File: src/rtl/gpr_pkg.sv
// Shared register-file constants and requester identities for the GPR writeback path.
package gpr_pkg;

    localparam int REG_ADDR_W = 5;

    localparam logic [REG_ADDR_W-1:0] REG_ZERO = 5'd0;
    localparam logic [REG_ADDR_W-1:0] REG_FLAG = 5'd30;
    localparam logic [REG_ADDR_W-1:0] REG_RA   = 5'd31;

    typedef enum logic [1:0] {
        REQ_WB   = 2'd0,
        REQ_LINK = 2'd1,
        REQ_FLAG = 2'd2,
        REQ_MDU  = 2'd3
    } req_id_e;

    // $0 reads are hardwired, so an in-flight write to it must never be forwarded.
    function automatic logic fwd_hit(input logic                  wen,
                                     input logic [REG_ADDR_W-1:0] waddr,
                                     input logic [REG_ADDR_W-1:0] raddr);
        return wen && (waddr == raddr) && (raddr != REG_ZERO);
    endfunction

endpackage

File: src/rtl/rr_arbiter.sv
// Combinational round-robin picker: first asserted request at or after ptr_i, cyclically.
module rr_arbiter #(
    parameter int  N  = 4,
    localparam int IW = (N > 1) ? $clog2(N) : 1
) (
    input  logic [N-1:0]  req_i,
    input  logic [IW-1:0] ptr_i,
    input  logic          en_i,
    output logic [N-1:0]  gnt_o,
    output logic [IW-1:0] idx_o
);

    always_comb begin
        int   j;
        logic found;
        gnt_o = '0;
        idx_o = '0;
        found = 1'b0;
        j     = 0;
        for (int k = 0; k < N; k++) begin
            j = int'(ptr_i) + k;
            if (j >= N) j = j - N;
            if (en_i && !found && req_i[j]) begin
                gnt_o[j] = 1'b1;
                idx_o    = IW'(j);
                found    = 1'b1;
            end
        end
    end

endmodule

File: src/rtl/gpr_wb_arbiter.sv
// Round-robin owner of the register-file write port, with the registered write
// forwarded onto both read ports until the register file commits it.
module gpr_wb_arbiter
    import gpr_pkg::*;
#(
    parameter int N_REQ  = 4,
    parameter int DATA_W = 32,
    parameter int CNT_W  = 16
) (
    input  logic                         clk,
    input  logic                         reset,
    input  logic                         arb_en,
    input  logic [N_REQ-1:0]             req_valid,
    output logic [N_REQ-1:0]             req_ready,
    input  logic [REG_ADDR_W*N_REQ-1:0]  req_addr,
    input  logic [DATA_W*N_REQ-1:0]      req_data,
    output logic                         wr_en,
    output logic [REG_ADDR_W-1:0]        wr_addr,
    output logic [DATA_W-1:0]            wr_data,
    input  logic [REG_ADDR_W-1:0]        rd_addr_1,
    input  logic [REG_ADDR_W-1:0]        rd_addr_2,
    input  logic [DATA_W-1:0]            gpr_data_1,
    input  logic [DATA_W-1:0]            gpr_data_2,
    output logic [DATA_W-1:0]            rd_data_1,
    output logic [DATA_W-1:0]            rd_data_2,
    output logic [CNT_W-1:0]             conflict_cnt
);

    localparam int IW = $clog2(N_REQ);

    logic [N_REQ-1:0]      gnt;
    logic [IW-1:0]         gnt_idx;
    logic                  xfer;
    logic [REG_ADDR_W-1:0] win_addr;
    logic [DATA_W-1:0]     win_data;

    logic                  wr_en_q,   wr_en_d;
    logic [REG_ADDR_W-1:0] wr_addr_q, wr_addr_d;
    logic [DATA_W-1:0]     wr_data_q, wr_data_d;
    logic [IW-1:0]         rr_ptr_q,  rr_ptr_d;
    logic [CNT_W-1:0]      cnt_q,     cnt_d;

    rr_arbiter #(.N(N_REQ)) u_rr (
        .req_i (req_valid),
        .ptr_i (rr_ptr_q),
        .en_i  (arb_en),
        .gnt_o (gnt),
        .idx_o (gnt_idx)
    );

    // Grants are masked while reset is held so no requester sees a phantom handshake.
    assign req_ready = gnt & {N_REQ{reset}};
    assign xfer      = |(req_valid & req_ready);
    assign win_addr  = req_addr[int'(gnt_idx)*REG_ADDR_W +: REG_ADDR_W];
    assign win_data  = req_data[int'(gnt_idx)*DATA_W +: DATA_W];

    always_comb begin
        wr_en_d   = 1'b0;
        wr_addr_d = wr_addr_q;
        wr_data_d = wr_data_q;
        rr_ptr_d  = rr_ptr_q;
        if (xfer) begin
            rr_ptr_d = (int'(gnt_idx) == N_REQ - 1) ? '0 : gnt_idx + 1'b1;
            if (win_addr != REG_ZERO) begin
                wr_en_d   = 1'b1;
                wr_addr_d = win_addr;
                wr_data_d = win_data;
            end
        end
        cnt_d = cnt_q;
        if (arb_en && ($countones(req_valid) > 1) && (cnt_q != {CNT_W{1'b1}}))
            cnt_d = cnt_q + 1'b1;
    end

    always_ff @(posedge clk or negedge reset) begin
        if (!reset) begin
            wr_en_q   <= 1'b0;
            wr_addr_q <= '0;
            wr_data_q <= '0;
            rr_ptr_q  <= '0;
            cnt_q     <= '0;
        end else begin
            wr_en_q   <= wr_en_d;
            wr_addr_q <= wr_addr_d;
            wr_data_q <= wr_data_d;
            rr_ptr_q  <= rr_ptr_d;
            cnt_q     <= cnt_d;
        end
    end

    assign wr_en        = wr_en_q;
    assign wr_addr      = wr_addr_q;
    assign wr_data      = wr_data_q;
    assign conflict_cnt = cnt_q;

    assign rd_data_1 = fwd_hit(wr_en_q, wr_addr_q, rd_addr_1) ? wr_data_q : gpr_data_1;
    assign rd_data_2 = fwd_hit(wr_en_q, wr_addr_q, rd_addr_2) ? wr_data_q : gpr_data_2;

    // A requester may not withdraw a pending write before it has been accepted.
    for (genvar i = 0; i < N_REQ; i++) begin : g_hold_chk
        a_valid_hold: assert property (@(posedge clk) disable iff (!reset)
            (req_valid[i] && !req_ready[i]) |=> req_valid[i]);
    end

endmodule

File: config.mk
export PLATFORM = sky130hd
export DESIGN_NAME = gpr_wb_arbiter
export DESIGN_NICKNAME = d
export VERILOG_FILES = /design/src/rtl/gpr_pkg.sv /design/src/rtl/rr_arbiter.sv /design/src/rtl/gpr_wb_arbiter.sv
export SDC_FILE = /design/constraint.sdc
export NUM_CORES = 1
export LEC_CHECK = 0
export BUFFER_PORTS_ARGS = -buffer_cell sky130_fd_sc_hd__buf_2
export CAP_MARGIN = 20
export CORE_AREA = 2 2 134 136
export DETAILED_ROUTE_END_ITERATION = 7
export DIE_AREA = 0 0 136 138
export PLACE_DENSITY = 0.66
export SLEW_MARGIN = 20
export SYNTH_ARGS = -nofsm -noshare
export SYNTH_HDL_FRONTEND = slang
export SYNTH_SLANG_ARGS = --single-unit
File: constraint.sdc
create_clock -name clk -period 11.8 [get_ports clk]
set_input_delay 3.54 -clock clk [delete_from_list [all_inputs] [get_ports clk]]
set_output_delay 3.54 -clock clk [all_outputs]
set_load 0.01 [all_outputs]
==> flow_metrics.py, run 1 <==
metrics = {
    "setup_path": {
        "reg2reg_slack_ns": 6.33,
        "startpoint_type": "primary input",
        "crit_type": "primary input to output port",
        "reg2reg_depth": 12,
        "crit_start": "rd_addr_1[0]",
        "cp-end-kind": "output port",
        "timing.rr.start": "rr_ptr_q[0]",
        "cp.required_ns": 8.26,
        "path_max_fanout": 32,
        "cp-endpoint": "rd_data_1[14]",
        "timing.rr.end": "wr_data[31]",
        "worst_ep_arrival_time_ns": 5.63,
    },
    "power_and_ir_drop": {
        "power_mw": 1.49,
        "p_leak_nw": 3.50,
        "p_switching_mw": 0.696,
        "clockPowerShare_pct": 10.7,
        "p_seq_share_pct": 26.6,
        "ir_worst_vdd_mv": 0.0951,
        "p_sw_share_pct": 46.7,
        "powerDensity_nw_per_um2": 210,
        "combPwrFrac_pct": 62.7,
        "p_int_mw": 0.792,
    },
    "synth": {
        "ys_ff_latch": 56,
        "ys_types": 52,
        "synthXorXnorAreaFrac_pct": 4.19,
        "ys.flop_type": "dfrtp_1",
        "synth-compound-area-share_pct": 16.6,
        "async_flop_share_pct": 100,
        "syn_area_per_cell_um2": 9.42,
        "yosysSeqAreaShare_pct": 27.9,
        "synth_edf_count": 0,
        "muxShareOfSynthArea_pct": 27.5,
        "synthAdderAreaFrac_pct": 2.64,
        "synthSimpleGateAreaFrac_pct": 16.6,
        "yosys_warnings": 0,
        "synth_top_family_by_area": "multiplexers",
        "netlist_instances": 533,
        "synth_area_um2": 5020,
        "synthesis.nets": 772,
    },
    "clock_network": {
        "holdBufCountCts": 0,
        "numCtsBuffers": 5,
        "path_clk_slew_ns": 0.08,
        "postCtsSetupRepairBufs": 0,
        "cts.htree.levels": 2,
        "ctsResizeCount": 0,
        "cts_sinks": 56,
        "clock_latency_ns": 0.30,
        "cts_tree": "done",
        "clockRootBuffer": "clkbuf_16",
        "clock_path_buffers": 2,
    },
    "grt": {
        "antenna_found_initial": 0,
        "grt_pass1_wl_mm": 28.0,
        "grt_use_met3_pct": 3.78,
        "use_met1_pct": 25.0,
        "track_usage_pct": 19.0,
        "gr-usage-met2_pct": 31.9,
        "grt_pass1_vias": 5153,
        "grt_max_degree": 65,
        "grt_overflow": 0,
        "top_usage_layer": "met2",
    },
    "route": {
        "drc": 0,
        "drt_iter0_drc": 185,
        "drt-total-wl_mm": 18.6,
        "ant_nets": 0,
        "via_count": 5380,
        "first_pass_iters": 4,
        "wl_per_cell_um": 17.1,
        "viasPerCell": 4.95,
    },
    "flow_run": {
        "max_cap_violations": 0,
    },
    "floorplanning": {
        "core-area_um2": 17500,
        "rows": 49,
        "initial_utilization_pct": 28.6,
        "die_w_um": 136,
        "die_area_um2": 18800,
        "ios": 351,
        "die_y_um": 138,
    },
    "timing": {
        "worst_slew_pin_slew_ns": 0.976,
        "slew_violations": 0,
        "finalSetupViolations": 0,
        "relSlewSlack_pct": 34.9,
        "period_minus_slack_ns": 9.17,
        "rsz0062_at_grt": "no",
        "post-route-period-util_pct": 77.7,
        "hold_viol": 0,
        "clock.fmax_mhz": 109,
        "whs_ns": 0.493,
        "fin_skew_ns": 0.00842,
        "final.setup.tns_ns": 0,
    },
    "placed_design": {
        "gp_congestion": 0.811,
        "place_hpwl_mm": 14.1,
        "io_buffers": 350,
        "place_area_um2": 6930,
    },
    "hold_path": {
        "min_path_type": "flop to flop",
        "holdCritStartpoint": "conflict_cnt[15]",
    },
    "layout": {
        "drive_gt1_share_pct": 55.7,
        "final_nets": 1095,
        "num_antenna_cells": 0,
        "fin_area_um2": 7080,
        "multiInputGateArea_um2": 3410,
        "area_growth_pct": 41.1,
        "final_common_cell": "buf_2",
        "fillCellCount": 1786,
        "layout_common_cells": "buf_2 (349), nand2_1 (86), mux2_2 (72)",
        "regArea_um2": 1400,
    },
    "run_status": {
        "status": "complete, no violations",
    },
}
power by group through the flow:
stage | logic (mW) | registers, mW | clock network [mW]
CTS | 0.941 | 0.395 | 0.168
global placement | 0.929 | 0.396 | 0
detailed placement | 0.939 | 0.396 | 0
finish | 0.933 | 0.396 | 0.159
global route | 1.03 | 0.411 | 0.174
floorplan | 0.649 | 0.385 | 0
cells by family after synthesis:
group	Yosys count
and+or+nand+nor	171
AOI/OAI and AO/OA	112
muxes	111
DFF	56
buffers and inverters	49
xor gates and xnor gates	24
adders and majority gates	10
how the worst min path moves through the flow:
stage                        to  slack (ns)  depth (start not counted)
6_report       conflict_cnt[15]        0.49                          1
4_1_cts         conflict_cnt[9]        0.49                          1
2_1_floorplan  conflict_cnt[11]        0.52                          1
5_1_grt        conflict_cnt[15]        0.51                          1
3_3_place_gp   conflict_cnt[13]        0.48                          1
3_5_place_dp    conflict_cnt[9]        0.48                          1
flip-flops by register name (all words and copies together), names as in the netlist:
name	count
wr_en	1
rr_ptr_q	2
wr_addr	5
wr_data	32
conflict_cnt	16
layer usage:
layer | up-vias | wire length, um
met5 | - | 0
met1 | 2543 | 8280
met2 | 218 | 8870
li1 | 2607 | -
met4 | 0 | 248
met3 | 12 | 1200
Yosys cell counts (9+ instances only):
cell type   n  share of area (%)
dfrtp_1    56                 28
mux2i_1     9                1.8
nand2_1    87                6.5
mux2_2     72                 16
a31oi_1    32                4.0
xnor2_1    16                2.8
a211oi_1   32                4.8
a22o_1      9                1.6
ha_1        9                2.2
mux2_4     26                7.8
clkbuf_1   24                1.8
and2_0      9                1.1
nand3_1    13                1.3
and2_1     24                3.0
layout make-up:
cell class	count	area share (%)
Tap cell	229	4.04
Sequential cell	56	19.8
Clock inverter	2	0.194
Timing Repair Buffer	357	25.5
Multi-Input combinational cell	428	48.1
Clock buffer	6	1.96
Inverter	8	0.424
critical path: stages:
cell	delay, ns
buf_2	0.10
nor4_1	0.05
nor3_1	0.13
a21oi_1	0.06
nor4_1	0.24
and3_2	0.87
mux2_2	0.46
buf_2	0.15
stage by stage:
| step | setup WS (ns) | cells | utilization (%) |
|---|---|---|---|
| after floorplan | 3.18 | 533 | - |
| after global placement | 2.71 | 1078 | 39.5 |
| after detailed placement | 2.62 | 1078 | 39.5 |
| after CTS | 2.62 | 1086 | 40.4 |
| after global routing | 2.55 | 1086 | 40.4 |
| final | 2.63 | 1086 | 40.4 |
(Power assumes the default switching activity.)
==> inputs of run 2 (changes only) <==
--- a/config.mk
+++ b/config.mk
@@ -5,12 +5,13 @@
 export SDC_FILE = /design/constraint.sdc
 export NUM_CORES = 1
 export LEC_CHECK = 0
+export ABC_AREA = 1
 export BUFFER_PORTS_ARGS = -buffer_cell sky130_fd_sc_hd__buf_2
 export CAP_MARGIN = 20
-export CORE_AREA = 2 2 134 136
+export CORE_AREA = 2 2 138 140
 export DETAILED_ROUTE_END_ITERATION = 7
-export DIE_AREA = 0 0 136 138
-export PLACE_DENSITY = 0.66
+export DIE_AREA = 0 0 140 142
+export PLACE_DENSITY = 0.65
 export SLEW_MARGIN = 20
 export SYNTH_ARGS = -nofsm -noshare
 export SYNTH_HDL_FRONTEND = slang
==> constraint.sdc (replaced) <==
create_clock -name clk -period 7.7 [get_ports clk]
set_input_delay 2.31 -clock clk [delete_from_list [all_inputs] [get_ports clk]]
set_output_delay 2.31 -clock clk [all_outputs]
set_load 0.01 [all_outputs]
==> run 2 against run 1 <==
The flow now finishes with violations (design-rule violations). Clock skew down 0.0056 ns. Worst setup slack worse by 1.2 ns. Total power up 65%. Flip-flop and latch count unchanged. Utilization down 2.2 points. Sequential power up 47%. Die area up 5.9%. Clock power up 40%. Highest routed layer is now met5.
==> flow_metrics.py, run 2 <==
metrics = {
    "run_status": {
        "status": "complete, but fails checks",
        "violations": "design-rule violations",
    },
    "route": {
        "drc": 23,
        "drt-total-wl_mm": 20.0,
        "drt_iter0_drc": 361,
        "ant_nets": 0,
        "viasPerCell": 4.78,
        "via_count": 5880,
        "wl_per_cell_um": 16.3,
        "first_pass_iters": 8,
    },
    "hold_path": {
        "min_to": "conflict_cnt[4]",
        "min_path_type": "flop to flop",
        "holdCritStartpoint": "conflict_cnt[4]",
        "hold_depth": 1,
    },
    "floorplanning": {
        "rows": 50,
        "die_area_um2": 19900,
        "core-area_um2": 18500,
        "die_y_um": 142,
        "die_w_um": 140,
        "ios": 351,
        "initial_utilization_pct": 27.1,
    },
    "layout": {
        "final_nets": 1234,
        "final_common_cell": "buf_2",
        "instances_no_fill": 1230,
        "area_growth_pct": 41.1,
        "drive_gt1_share_pct": 46.8,
        "num_antenna_cells": 0,
        "largest_reg_flops": 32,
        "layout_common_cells": "buf_2 (350), nand2_1 (129), o21ai_0 (73)",
    },
    "clock_network": {
        "clockRootBuffer": "clkbuf_16",
        "numCtsBuffers": 5,
        "holdBufCountCts": 0,
        "cts.htree.levels": 2,
        "path_clk_slew_ns": 0.07,
        "cts_tree": "done",
        "postCtsSetupRepairBufs": 0,
        "cts_sinks": 56,
        "clock_latency_ns": 0.29,
        "clock_path_buffers": 2,
        "ctsResizeCount": 0,
    },
    "placed_design": {
        "gp_congestion": 0.811,
        "place_inst": 1222,
        "io_buffers": 350,
        "place_hpwl_mm": 16.2,
    },
    "setup_path": {
        "path_buf_inv": 3,
        "worst_ep_arrival_time_ns": 3.94,
        "cp-end-kind": "output port",
        "reg2reg_slack_ns": 3.43,
        "timing.rr.end": "wr_data[27]",
        "critPathMaxStageDelay_ns": 0.42,
        "timing.rr.start": "rr_ptr_q[1]",
        "path_delay_family": "buffers and inverters",
        "reg2reg_depth": 18,
        "cp_slowest_cell": "buf_4",
        "crit_type": "primary input to output port",
        "path_cells": "buf_2 > xnor2_1 > nand3_1 > nor4_2 > buf_4 > mux2_2 > buf_2",
        "cp_common_cell": "buf_2",
        "cp.required_ns": 5.39,
        "path_max_fanout": 32,
        "startpoint_type": "primary input",
    },
    "synth": {
        "synthesis.nets": 911,
        "yosys_warnings": 0,
        "yosysTopAreaCell": "dfrtp_1",
        "yosysSeqAreaShare_pct": 28.0,
        "ys.flop_type": "dfrtp_1",
        "async_flop_share_pct": 100,
        "synth.most_common_cell": "nand2_1",
        "synthTopCellsByArea": "dfrtp_1 (28%), mux2_2 (14%), nand2_1 (9.7%)",
        "netlist_instances": 672,
        "ys_ff_latch": 56,
        "synth_top_area_share_pct": 28.0,
        "synth_area_um2": 5000,
        "ys_types": 40,
        "synth_common_cells": "nand2_1 (129), o21ai_0 (73), nand3_1 (70)",
        "syn_area_per_cell_um2": 7.43,
        "synth_edf_count": 0,
    },
    "grt": {
        "grt_max_degree": 77,
        "antenna_found_initial": 2,
        "track_usage_pct": 18.9,
        "grt_pass1_wl_mm": 29.7,
        "grt_overflow": 0,
        "grt_pass1_vias": 5419,
    },
    "power_and_ir_drop": {
        "powerDensity_nw_per_um2": 347,
        "p_seq_share_pct": 23.8,
        "p_switching_mw": 1.36,
        "p_int_mw": 1.09,
        "ir_worst_vdd_mv": 0.285,
        "clockPowerShare_pct": 9.1,
        "p_sw_share_pct": 55.7,
        "combPwrFrac_pct": 67.1,
        "p_leak_nw": 3.74,
    },
    "timing": {
        "fin_skew_ns": 0.00280,
        "rsz0062_at_grt": "no",
        "post-route-period-util_pct": 81.1,
        "period_minus_slack_ns": 6.25,
        "clock.fmax_mhz": 160,
        "relSlewSlack_pct": 52.1,
        "finalSetupViolations": 0,
        "slew_violations": 0,
        "worst_slew_pin_slew_ns": 0.716,
        "hold_viol": 0,
        "final.setup.tns_ns": 0,
    },
    "flow_run": {
        "max_cap_violations": 0,
    },
}
-- run 2: changes by cell type in the layout (fill, tap and decap cells not counted), moves of 26 or more --
cell      previous run  this run
o21ai_0              8        73
nand3_1             13        70
nand2_1             86       129
nor2_1               3        45
inv_1                8        42
a211oi_1            32         0
a31oi_1             32         0
o211ai_1             0        32
or2_1                0        27
mux2_4              26         0
-- run 2: logic make-up after synthesis --
| group | after synthesis | synth area share, % |
|---|---|---|
| buffers and inverters | 87 | 7.41 |
| and+or+nand+nor | 316 | 30.0 |
| adders and majority gates | 10 | 2.65 |
| DFF | 56 | 28.0 |
| muxes | 64 | 14.4 |
| xor gates and xnor gates | 19 | 3.33 |
| AOI/OAI and AO/OA | 120 | 14.1 |
-- run 2: metrics by stage --
step	power, mW	setup WS [ns]	cell area (um2)	hold slack (ns)	util, %
after global routing	2.70	1.33	7050	0.516	38.2
after CTS	2.46	1.47	7050	0.507	38.2
final	2.45	1.45	7050	0.505	38.2
after floorplan	1.65	1.54	5000	0.525	-
after global placement	2.22	1.50	6910	0.488	37.4
after detailed placement	2.24	1.48	6910	0.492	37.4
-- run 2: metal layers --
| metal | global-route usage, % | vias to the layer above | part of all wire [%] |
|---|---|---|---|
| met2 | 28.6 | 266 | 44 |
| li1 | - | 2911 | - |
| met1 | 27.7 | 2681 | 47 |
| met5 | 0 | - | 0.13 |
| met3 | 4.21 | 18 | 8.1 |
| met4 | 3.67 | 4 | 1.2 |
-- run 2: worst max-delay path by stage --
stage               slack (ns)  depth (start not counted)            end    startpoint
floorplan                 1.54                          5   rd_data_2[0]  rd_addr_2[3]
global placement          1.50                          7   rd_data_2[5]  rd_addr_2[3]
detailed placement        1.48                          7  rd_data_2[16]  rd_addr_2[3]
CTS                       1.47                          7  rd_data_2[16]  rd_addr_2[3]
global route              1.33                          7  rd_data_2[16]  rd_addr_2[3]
finish                    1.45                          7  rd_data_2[16]  rd_addr_2[3]
-- run 2: power groups by stage --
stage / Combinational [mW] / Sequential [mW] / Clock (mW)
2_1_floorplan: 1.09 / 0.558 / 0
3_3_place_gp: 1.64 / 0.585 / 0
3_5_place_dp: 1.65 / 0.588 / 0
4_1_cts: 1.65 / 0.583 / 0.230
5_1_grt: 1.86 / 0.600 / 0.240
6_report: 1.64 / 0.583 / 0.222
-- run 2: cell type report --
class / count / area, um2
clock buffers: 5 / 125
clock inverters: 3 / 18.8
fillers: 1966 / 11400
inverters: 46 / 173
multi-input cells: 529 / 3240
flip-flops and latches: 56 / 1400
well taps: 234 / 293
repair buffers: 357 / 1800
